$ cat config.mk
export PLATFORM = sky130hd
export DESIGN_NAME = chan_sel_bin_scheduler
export DESIGN_NICKNAME = d
export VERILOG_FILES = /design/src/rtl/chan_sel_bin_scheduler.sv
export SDC_FILE = /design/constraint.sdc
export NUM_CORES = 1
export LEC_CHECK = 0
export CORE_UTILIZATION = 41
export DETAILED_ROUTE_END_ITERATION = 7
export PLACE_DENSITY_LB_ADDON = 0.05
export SYNTH_ARGS = -nofsm -noshare
export SYNTH_HDL_FRONTEND = slang
export SYNTH_SLANG_ARGS = --single-unit
$ cat constraint.sdc
create_clock -name user_clk -period 24.6 [get_ports user_clk]
set_input_delay 4.92 -clock user_clk [delete_from_list [all_inputs] [get_ports user_clk]]
set_output_delay 4.92 -clock user_clk [all_outputs]
set_load 0.1 [all_outputs]
$ cat src/rtl/chan_sel_bin_scheduler.sv
// -----------------------------------------------------------------------------
// chan_sel_bin_scheduler
//
// Round-robin scheduler for the per-bin channel-select words (ch_bin0..N-1) of
// the wvl readout. At frame boundaries (sync_in) it steps through the enabled
// bins. It holds each bin for a programmable number of frames and drives the
// active channel to the snapshot/capture path. Lives in the user_clk domain.
//
// Optional feature macro: CHAN_SEL_SCHED_STATS_EN
//   defined   -> sweep_count counts completed sweeps (wraps 0xFFFFFFFF -> 0)
//   undefined -> sweep_count is tied to 0 and no counter logic is built
//
// Ports
//   user_clk     in   sole clock
//   user_rst     in   asynchronous, active-high reset
//   run          in   1 = sequencing enabled; 0 forces IDLE on the next cycle
//   sync_in      in   one-cycle frame-start pulse
//   ch_bin_flat  in   N_BINS x 32-bit words; bit31 = enable, [CH_W-1:0] = channel
//   dwell_frames in   frames per bin (0 behaves as 1)
//   busy         in   downstream capture in progress; blocks the advance
//   ch_sel_out   out  active channel
//   bin_idx      out  active bin index
//   sel_valid    out  ch_sel_out / bin_idx are valid
//   bin_start    out  one-cycle pulse when a new bin becomes active
//   sweep_count  out  completed sweeps
// -----------------------------------------------------------------------------
module chan_sel_bin_scheduler #(
  parameter int N_BINS  = 4,
  parameter int CH_W    = 9,
  parameter int DWELL_W = 16,
  localparam int IDX_W  = (N_BINS > 1) ? $clog2(N_BINS) : 1
) (
  input  logic                 user_clk,
  input  logic                 user_rst,
  input  logic                 run,
  input  logic                 sync_in,
  input  logic [N_BINS*32-1:0] ch_bin_flat,
  input  logic [DWELL_W-1:0]   dwell_frames,
  input  logic                 busy,
  output logic [CH_W-1:0]      ch_sel_out,
  output logic [IDX_W-1:0]     bin_idx,
  output logic                 sel_valid,
  output logic                 bin_start,
  output logic [31:0]          sweep_count
);

  typedef enum logic [2:0] {
    ST_IDLE      = 3'd0,
    ST_WAIT_SYNC = 3'd1,
    ST_ADVANCE   = 3'd2,
    ST_DWELL     = 3'd3,
    ST_HOLD      = 3'd4
  } state_t;

  localparam logic [DWELL_W-1:0] ONE_FRAME = {{(DWELL_W-1){1'b0}}, 1'b1};

  state_t                       state_r;
  logic [N_BINS*32-1:0]         stage1_r;
  logic [N_BINS*32-1:0]         stage2_r;
  logic [N_BINS-1:0]            shadow_en_r;
  logic [N_BINS-1:0][CH_W-1:0]  shadow_ch_r;
  logic [DWELL_W-1:0]           cnt_r;
  logic                         from_start_r;

  logic [N_BINS-1:0]            word_stable_s;
  logic [N_BINS-1:0]            stage2_en_s;
  logic [N_BINS-1:0]            load_en_s;
  logic [N_BINS-1:0][CH_W-1:0]  load_ch_s;
  logic                         any_en_s;
  logic [DWELL_W-1:0]           dwell_eff_s;
  logic [31:0]                  start_s;
  logic [31:0]                  sum_s;
  logic [31:0]                  cand_s;
  logic [IDX_W-1:0]             cand_idx_s;
  logic [IDX_W-1:0]             next_idx_s;
  logic                         found_s;
  logic                         adv_s;

  // Per-bin view of the synchronised words. A word only loads into the shadow
  // when both pipeline stages agree, so a word caught mid-update is ignored.
  for (genvar k = 0; k < N_BINS; k++) begin : g_bin
    assign word_stable_s[k] = (stage1_r[32*k +: 32] == stage2_r[32*k +: 32]);
    assign stage2_en_s[k]   = stage2_r[32*k + 31];
    assign load_en_s[k]     = word_stable_s[k] ? stage2_r[32*k + 31]     : shadow_en_r[k];
    assign load_ch_s[k]     = word_stable_s[k] ? stage2_r[32*k +: CH_W]  : shadow_ch_r[k];
  end

  assign any_en_s    = |stage2_en_s;
  assign dwell_eff_s = (dwell_frames == {DWELL_W{1'b0}}) ? ONE_FRAME : dwell_frames;
  assign adv_s       = run && (state_r == ST_ADVANCE);

  // Next-bin search over the post-load shadow: idx+1 .. N-1 then 0 .. idx.
  // A fresh start searches from N-1 so the lowest enabled bin wins.
  always_comb begin
    found_s    = 1'b0;
    next_idx_s = {IDX_W{1'b0}};
    sum_s      = 32'd0;
    cand_s     = 32'd0;
    cand_idx_s = {IDX_W{1'b0}};
    if (from_start_r) begin
      start_s = 32'(N_BINS - 1);
    end else begin
      start_s = 32'(bin_idx);
    end
    for (int i = 1; i <= N_BINS; i++) begin
      sum_s      = start_s + 32'(i);
      cand_s     = (sum_s >= 32'(N_BINS)) ? (sum_s - 32'(N_BINS)) : sum_s;
      cand_idx_s = IDX_W'(cand_s);
      if (!found_s && load_en_s[cand_idx_s]) begin
        found_s    = 1'b1;
        next_idx_s = cand_idx_s;
      end else begin
        next_idx_s = next_idx_s;
      end
    end
  end

  // Two-stage capture of the software words into the user_clk domain.
  always_ff @(posedge user_clk or posedge user_rst) begin
    if (user_rst) begin
      stage1_r <= '0;
      stage2_r <= '0;
    end else begin
      stage1_r <= ch_bin_flat;
      stage2_r <= stage1_r;
    end
  end

  // Shadow words change only as a bin becomes active, never mid-dwell.
  always_ff @(posedge user_clk or posedge user_rst) begin
    if (user_rst) begin
      shadow_en_r <= '0;
      shadow_ch_r <= '0;
    end else if (adv_s) begin
      shadow_en_r <= load_en_s;
      shadow_ch_r <= load_ch_s;
    end else begin
      shadow_en_r <= shadow_en_r;
      shadow_ch_r <= shadow_ch_r;
    end
  end

  // Scheduler FSM with registered outputs. run=0 overrides every state,
  // including a coincident sync_in.
  always_ff @(posedge user_clk or posedge user_rst) begin
    if (user_rst) begin
      state_r      <= ST_IDLE;
      ch_sel_out   <= '0;
      bin_idx      <= '0;
      sel_valid    <= 1'b0;
      bin_start    <= 1'b0;
      cnt_r        <= '0;
      from_start_r <= 1'b1;
    end else if (!run) begin
      state_r      <= ST_IDLE;
      sel_valid    <= 1'b0;
      bin_start    <= 1'b0;
      cnt_r        <= '0;
      from_start_r <= 1'b1;
    end else begin
      bin_start <= 1'b0;
      case (state_r)
        ST_IDLE: begin
          sel_valid    <= 1'b0;
          from_start_r <= 1'b1;
          state_r      <= ST_WAIT_SYNC;
        end
        ST_WAIT_SYNC: begin
          if (sync_in && any_en_s) begin
            from_start_r <= 1'b1;
            state_r      <= ST_ADVANCE;
          end else begin
            state_r <= ST_WAIT_SYNC;
          end
        end
        ST_ADVANCE: begin
          if (found_s) begin
            bin_idx      <= next_idx_s;
            ch_sel_out   <= load_ch_s[next_idx_s];
            bin_start    <= 1'b1;
            sel_valid    <= 1'b1;
            cnt_r        <= ONE_FRAME;
            from_start_r <= 1'b0;
            state_r      <= ST_DWELL;
          end else begin
            sel_valid    <= 1'b0;
            from_start_r <= 1'b1;
            state_r      <= ST_WAIT_SYNC;
          end
        end
        ST_DWELL: begin
          // Compared against the live dwell_frames so a shortened dwell ends
          // on the next frame boundary.
          if (sync_in) begin
            if (cnt_r >= dwell_eff_s) begin
              state_r <= busy ? ST_HOLD : ST_ADVANCE;
            end else begin
              cnt_r <= cnt_r + ONE_FRAME;
            end
          end else begin
            state_r <= ST_DWELL;
          end
        end
        ST_HOLD: begin
          if (sync_in && !busy) begin
            state_r <= ST_ADVANCE;
          end else begin
            state_r <= ST_HOLD;
          end
        end
        default: begin
          sel_valid <= 1'b0;
          state_r   <= ST_IDLE;
        end
      endcase
    end
  end

`ifdef CHAN_SEL_SCHED_STATS_EN
  logic        wrap_s;
  logic [31:0] sweep_r;

  // A sweep completes when the search wraps back to the same or a lower bin;
  // the initial pick after a fresh start is not a wrap.
  assign wrap_s = !from_start_r && (next_idx_s <= bin_idx);

  // Sweep counter, free-running modulo 2^32.
  always_ff @(posedge user_clk or posedge user_rst) begin
    if (user_rst) begin
      sweep_r <= 32'd0;
    end else if (adv_s && found_s && wrap_s) begin
      sweep_r <= sweep_r + 32'd1;
    end else begin
      sweep_r <= sweep_r;
    end
  end

  assign sweep_count = sweep_r;
`else
  assign sweep_count = 32'd0;
`endif

endmodule

# Word-level counts from Yosys, hierarchy flattened

Index checks and enable logic that the tools add are counted.

Word-level logic and storage cells: 120
Input bits: 149
Output and inout bits: 45
Register bits after elaboration: 329

Eq/ne operators: 16
Reductions and logical operators: 17
Muxes and demuxes: 54
Magnitude comparators: 10
Add/subtract/negate cells: 9

Operators by type and width:

| kind                  | count |
|---|---|
| $eq 32x32->1          | 4 |
| $mux 16               | 5 |
| $mux 9                | 5 |
| $pmux 16 s2           | 1 |
| $mux 2                | 11 |
| $mux 1                | 19 |
| $bmux 9 s2            | 1 |
| $add 16x1->16 const B | 1 |
| $ge 16x16->1          | 1 |
| $logic_not 16->1      | 1 |
| $lt 2x3->1 const B    | 5 |
| $mux 3                | 5 |
| $pmux 3 s5            | 1 |
| $ne 3x3->1 const B    | 4 |
| $ge 3x3->1 const B    | 3 |
| $bmux 1 s2            | 4 |
| $sub 2x1->2 const B   | 4 |
| $add 2x2->3 const B   | 2 |
| $eq 3x2->1 const B    | 2 |
| $logic_and 1x1->1     | 6 |
| $add 2x3->4 const B   | 1 |
| $ge 4x3->1 const B    | 1 |
| $logic_not 1->1       | 4 |
| $ne 4x1->1 const B    | 1 |
| other kinds (14)      | 14 |

# Logic depth before layout (Yosys ltp)

Gate-level depths: netlist (run 1).

Word-level depth: 19
Mapped depth: 14
Depth with buffers taken out: 13

# Worst setup path before layout (run 1)

No wires, ideal clock.

Path kind: in2reg
Start point: input dwell_frames[8]
End point: register cnt_r[8]
Buffers on the path: 0
Setup time: 80 ps
Data required time: 24520 ps
Arrival time: 7515 ps
Path slack: 17005 ps
Cell stages on the path: 13
Cell sequence: nor4_1 -> a41o_1 -> ha_1 -> nand2b_1 -> a21o_1 -> a21o_1 -> a21o_1 -> a21oi_1 -> o21ai_0 -> a21oi_1 -> o22ai_1 -> or4_1 -> a21oi_1

Word-level cells in the longest chain between the ends: 5

Ends and longest elaborated chain:

| what                                  | line | source |
|---|---|---|
| start, declared                       | 38   | `input logic [DWELL_W-1:0] dwell_frames,` |
| $logic_not 16->1                      | 89   | `assign dwell_eff_s = (dwell_frames == {DWELL_W{1'b0}}) ? ONE_FRAME : dwell_frames;` |
| $mux 16 (*)                           | 89   |  |
| $ge 16x16->1 (*)                      | 195  | `if (cnt_r >= dwell_eff_s) begin` |
| $ne 3x3->1 (no source line) (*)       | --   |  |
| $reduce_and 4->1 (no source line) (*) | --   |  |
| end signal, assigned                  | 198  | `cnt_r <= cnt_r + ONE_FRAME;` |
| end, declared                         | 62   | `logic [DWELL_W-1:0] cnt_r;` |

Mark *: on every way between the ends. The rest lies on a longest branch, timed or not.
A chain may end at the register's enable or synchronous reset.

# Final worst setup path (run 1)

Ends and elaborated chain as after synthesis.

==> results of run 1 <==
## power by group
| group | switching (mW) | internal (mW) |
|---|---|---|
| Sequential | 0.0251 | 0.575 |
| Clock | 0.212 | 0.331 |
| Combinational | 0.163 | 0.0770 |
## cells in the mapped netlist (10+ instances only)
cell type	n
nand4_1	38
nor2_1	15
inv_1	27
buf_4	32
nand2_1	55
mux2_2	54
a21oi_1	45
nand3_1	33
o211ai_1	11
o2111ai_1	14
dfrtp_1	328
xnor2_1	129
mux2i_1	10
clkbuf_1	12
ha_1	17
## stage by stage
| stage | cell area [sq um] | setup slack (ps) | power, mW |
|---|---|---|---|
| after floorplan | 12800 | 10570 | 0.782 |
| after global placement | 14700 | 16020 | 0.851 |
| after detailed placement | 14700 | 15900 | 0.852 |
| after CTS | 15900 | 16460 | 1.41 |
| after global routing | 15900 | 16170 | 1.45 |
| final | 15900 | 16480 | 1.38 |
## sequential cells by signal, indices dropped and copies added, names as in the netlist
signal and cells:
state_r 3, sel_valid 1, bin_start 1, shadow_en_r 4, stage2_r 128, stage1_r 128
shadow_ch_r 36, bin_idx 2, cnt_r 16, from_start_r 1, ch_sel_out 9
## critical path, cell delays in order
cell	delay [ps]
clkdlybuf4s50_1	420
nor4_1	350
a41o_1	220
ha_1	210
nand2b_1	140
a21o_1	170
a21o_1	160
a21o_1	160
a21oi_1	130
o21ai_0	80
a21oi_1	380
o22ai_1	470
or4_1	590
a21oi_1	150
## routing by layer
layer  part of all wire (%)  up-vias  global-route usage [%]
met5                      0        -                       0
met4                    1.9        0                    4.56
met3                    6.2       35                    3.88
met2                     45      186                    24.3
met1                     46     3693                    22.3
li1                       -     3647                       -
## area by class of cell
type                       instances  area, sq um
clock inverter                    13          175
inverter                          28          113
timing repair buffer             167         1660
fill                            2663        14600
clock buffer                      51         1050
sequential                       329         8230
tap                              396          495
multi-input combinational        563         4160
## logic make-up (layout without fill, tap and decap cells)
family | count (synthesis) | count (layout) | synth area share (%)
XOR/XNOR | 129 | 129 | 8.90
AO/OA/AOI/OAI | 133 | 133 | 7.47
adder cells (fa/ha/maj) | 17 | 17 | 1.68
buffers and inverters | 79 | 259 | 3.33
other | 1 | 32 | 0.0295
AND/OR/NAND/NOR | 188 | 188 | 8.18
multiplexers | 64 | 64 | 5.58
flip-flops | 329 | 329 | 64.8
## worst max path at each step
stage,depth (start not counted),to
floorplan,1,bin_idx[0]
global placement,14,cnt_r[8]
detailed placement,14,cnt_r[8]
CTS,14,cnt_r[8]
global route,14,cnt_r[8]
finish,14,cnt_r[8]
==> impl_metrics.toml, run 1 <==
[run]
maxCapViolCount = 0

[logic_synthesis]
ys_ff_latch = 329
synth_edf_count = 0
synth_cell_types = 66
ys_warn_count = 0
async_flop_share_pct = 100
synth_area_per_cell_sq_um = 13.5
syn_inst = 940
yosysSeqAreaShare_pct = 64.8
synth.area.top_cells = "dfrtp_1, xnor2_1, mux2_2"
synthFlopType = "dfrtp_1"
synth_area_sq_um = 12700
synth_top_area_share_pct = 64.6
synth_area_leader_cell = "dfrtp_1"

[floorplan]
start_util_pct = 41.6
ioPinCount = 194
row_count = 64
dieWidth_microns = 178
die_area_sq_um = 31700
die_y_microns = 178
core_region_area_sq_um = 30500

[sta]
skew_ps = 13.3
worst_pin_slew_ps = 1210
rsz0062_at_grt = "no"
period_needed_ps = 8120
post-route-period-util_pct = 33.0
fin_setup_tns_ps = 0
relSlewSlack_pct = 18.5
max_freq_mhz = 123
hold_viol = 0
drv_slew = 0
setup_violations = 0
hold_ws_ps = 386

[hold_path]
hp-start = "stage1_r[95]"
worstHoldPathType = "register to register"
hold_path_end = "stage2_r[95]"
whs_path_depth = 0

[global_route]
grt_max_degree = 115
antenna_found_initial = 0
gr-total-overflow = 0
grt_pass1_vias = 7575
grt_pass1_wl_microns = 39400
track_usage_pct = 15.8

[drt]
via_per_inst = 4.89
ant_nets = 0
drt_wl_total_microns = 24200
post_drt_wl_per_cell_microns = 15.6
num_vias = 7561
drc = 0
drt_iter0_markers = 445
firstDrtPassIters = 6

[worst_setup_path]
crit_arrival_ps = 8560
critPathKind = "primary input to register"
setup.worst_path.start = "dwell_frames[8]"
rr_startpoint = "stage1_r[81]"
worstSetupEndpointType = "register"
path_max_fanout = 16
crit_required_ps = 25040
r2r-end = "cnt_r[11]"
r2r_cells = 10
r2r_slack_ps = 20940
startpoint_type = "primary input"

[power]
ir_drop_mv = 0.0477
power.leakage_nw = 6.83
pwr_density_cell_nw_per_um2 = 87.1

[clock_tree]
cts_setup_buffers = 0
numCtsBuffers = 36
hold_buffers = 0
cts.sinks = 329
root_buffer = "clkbuf_16"
cts_resized = 0
clk_latency_ps = 520
cts_buffer_depth = 3
path_clk_slew_ps = 60
cts_tree = "built"
htreeDepth = 2

[status]
status = "finished, final reports clean"

[cells_and_area]
final_util_pct = 52.1
layout_common_cells = "dfrtp_1, clkdlybuf4s50_1, xnor2_1"
final_nets = 1291
syn2layout_area_growth_pct = 25.1
layout_commonest_cell = "dfrtp_1"
drive_gt1_share_pct = 12.0
fin_cells = 1547
antennaDiodeCount = 0

[placement]
place_inst = 1483
portBuffers = 161
gp_congestion = 0.850
hpwlAfterDp_microns = 16900
Note: power is estimated with default switching activity, not from simulation.
==> run 2: changes to the inputs <==
Clock period 24.6 ns to 8 ns, I/O delays scaled along.
==> run 2 against run 1 <==
The run now ends with DRC left. Die area is the same. Via count grew 0.19%. Global-route usage grew 0.18 points. Non-clock buffer count grew 2. Critical path depth is the same. Clock power grew to 3.2 times the previous value. Worst hold slack is essentially flat. Register-to-register slack lost 17000 ps. Critical endpoint unchanged. Largest cell class unchanged.
==> impl_metrics.toml, run 2 (synthesis gave the netlist of run 1 again) <==
[worst_setup_path]
crit_required_ps = 8410
worst-path-buf-inv = 1
path_max_fanout = 16
r2r_slack_ps = 4200
critPathKind = "primary input to register"
critPathTopFamily = "compound AO/OA/AOI/OAI gates"
critical-path-max-stage-delay_ps = 600
worstSetupEndpointType = "register"
startpoint_type = "primary input"
crit_chain = "clkdlybuf4s50_1 > nor4_1 > a41o_1 > ha_1 > nand2b_1 > a21o_1 > a21o_1 > a21o_1 > a21oi_1 > o21ai_0 > a21oi_1 > o22ai_1 > or4_1 > a21oi_1"
slowest_stage = "or4_1"
crit_arrival_ps = 5340

[sta]
period_needed_ps = 4930
setup_violations = 0
hold_ws_ps = 387
drv_slew = 0
rsz0062_at_grt = "no"
max_freq_mhz = 203
timing.final.ws_setup_ps = 3070
worst_pin_slew_ps = 1100
hold_viol = 0
skew_ps = 23.2
relSlewSlack_pct = 26.5
post-route-period-util_pct = 61.6
fin_setup_tns_ps = 0

[placement]
portBuffers = 161
hpwlAfterDp_microns = 16800
gp_congestion = 0.855
post-place-ws_ps = 2570

[cells_and_area]
layout_commonest_cell = "dfrtp_1"
fillerInstances = 2634
multi_input_area_sq_um = 4160
ff_latch_area_sq_um = 8230
final_nets = 1293
drive_gt1_share_pct = 11.9
antennaDiodeCount = 0
top_regs = "stage1_r (128), stage2_r (128), shadow_ch_r (36)"
layout_common_cells = "dfrtp_1, clkdlybuf4s50_1, xnor2_1"
syn2layout_area_growth_pct = 25.8

[clock_tree]
hold_buffers = 0
clk_latency_ps = 520
cts.sinks = 329
htreeDepth = 2
cts_resized = 0
path_clk_slew_ps = 60
numCtsBuffers = 36
cts_buffer_depth = 3
cts_setup_buffers = 0
cts_tree = "built"
root_buffer = "clkbuf_16"

[floorplan]
start_util_pct = 41.6
die_area_sq_um = 31700
dieWidth_microns = 178
row_count = 64
core_region_area_sq_um = 30500
ioPinCount = 194
die_y_microns = 178

[global_route]
track_usage_pct = 16.0
grt_pass1_wl_microns = 39900
grt_max_degree = 135
gr-total-overflow = 0
antenna_found_initial = 0
grt_pass1_vias = 7633

[status]
status = "finished, violations left"
failed_checks = "DRC"

[drt]
drc = 1
drt_wl_total_microns = 24400
post_drt_wl_per_cell_microns = 15.8
ant_nets = 0
via_per_inst = 4.89
drt_iter0_markers = 476
num_vias = 7575
firstDrtPassIters = 8

[hold_path]
worstHoldPathType = "register to register"

[power]
power.leakage_nw = 6.87
ir_drop_mv = 0.151
pwr_density_cell_nw_per_um2 = 272

[run]
maxCapViolCount = 0
==> run 2: where the power goes <==
part / internal, mW / switching [mW] / total, mW
sequential: 1.77 / 0.0768 / 1.85
combinational: 0.238 / 0.508 / 0.746
clock: 1.12 / 0.643 / 1.76
==> run 2: area by class of cell <==
| class | instances | area share (%) |
|---|---|---|
| multi-input cells | 563 | 26.1 |
| well taps | 396 | 3.10 |
| clock buffers | 57 | 6.96 |
| clock inverters | 8 | 1.10 |
| inverters | 28 | 0.681 |
| flip-flops and latches | 329 | 51.5 |
| repair buffers | 169 | 10.5 |
==> run 2: worst reg2reg max path, delay by kind of cell (launching register included) <==
family / cells / cell delay [ps]
flip-flops: 1 / 390
XOR/XNOR: 1 / 190
AO/OA/AOI/OAI: 4 / 1390
AND/OR/NAND/NOR: 5 / 1670
==> run 2: per-stage QoR <==
stage               cells  util (%)  power [mW]  cell area, sq um
global route         1550      52.4        4.53             16000
detailed placement   1485      48.1        2.62             14700
global placement     1485      48.1        2.62             14700
finish               1550      52.4        4.35             16000
floorplan             971         -        2.40             12800
CTS                  1550      52.4        4.41             16000
==> run 2: final timing paths <==
| path | cells past startpoint | to | startpoint |
|---|---|---|---|
| max | 14 | cnt_r[8] | dwell_frames[8] |
| min | 0 | stage2_r[77] | stage1_r[77] |
| max reg2reg | 10 | cnt_r[12] | stage1_r[7] |
| min reg2reg | 0 | stage2_r[77] | stage1_r[77] |
| max in group asynchronous | 4 | stage2_r[83] | user_rst |
| min in group asynchronous | 3 | stage1_r[105] | user_rst |
==> run 2: layer usage <==
metal / up-vias / wire (microns) / track usage (%)
met2: 217 / 11200 / 24.5
met3: 41 / 1580 / 3.75
li1: 3638 / - / -
met1: 3679 / 11200 / 22.6
met4: 0 / 497 / 4.91
met5: - / 0 / 0
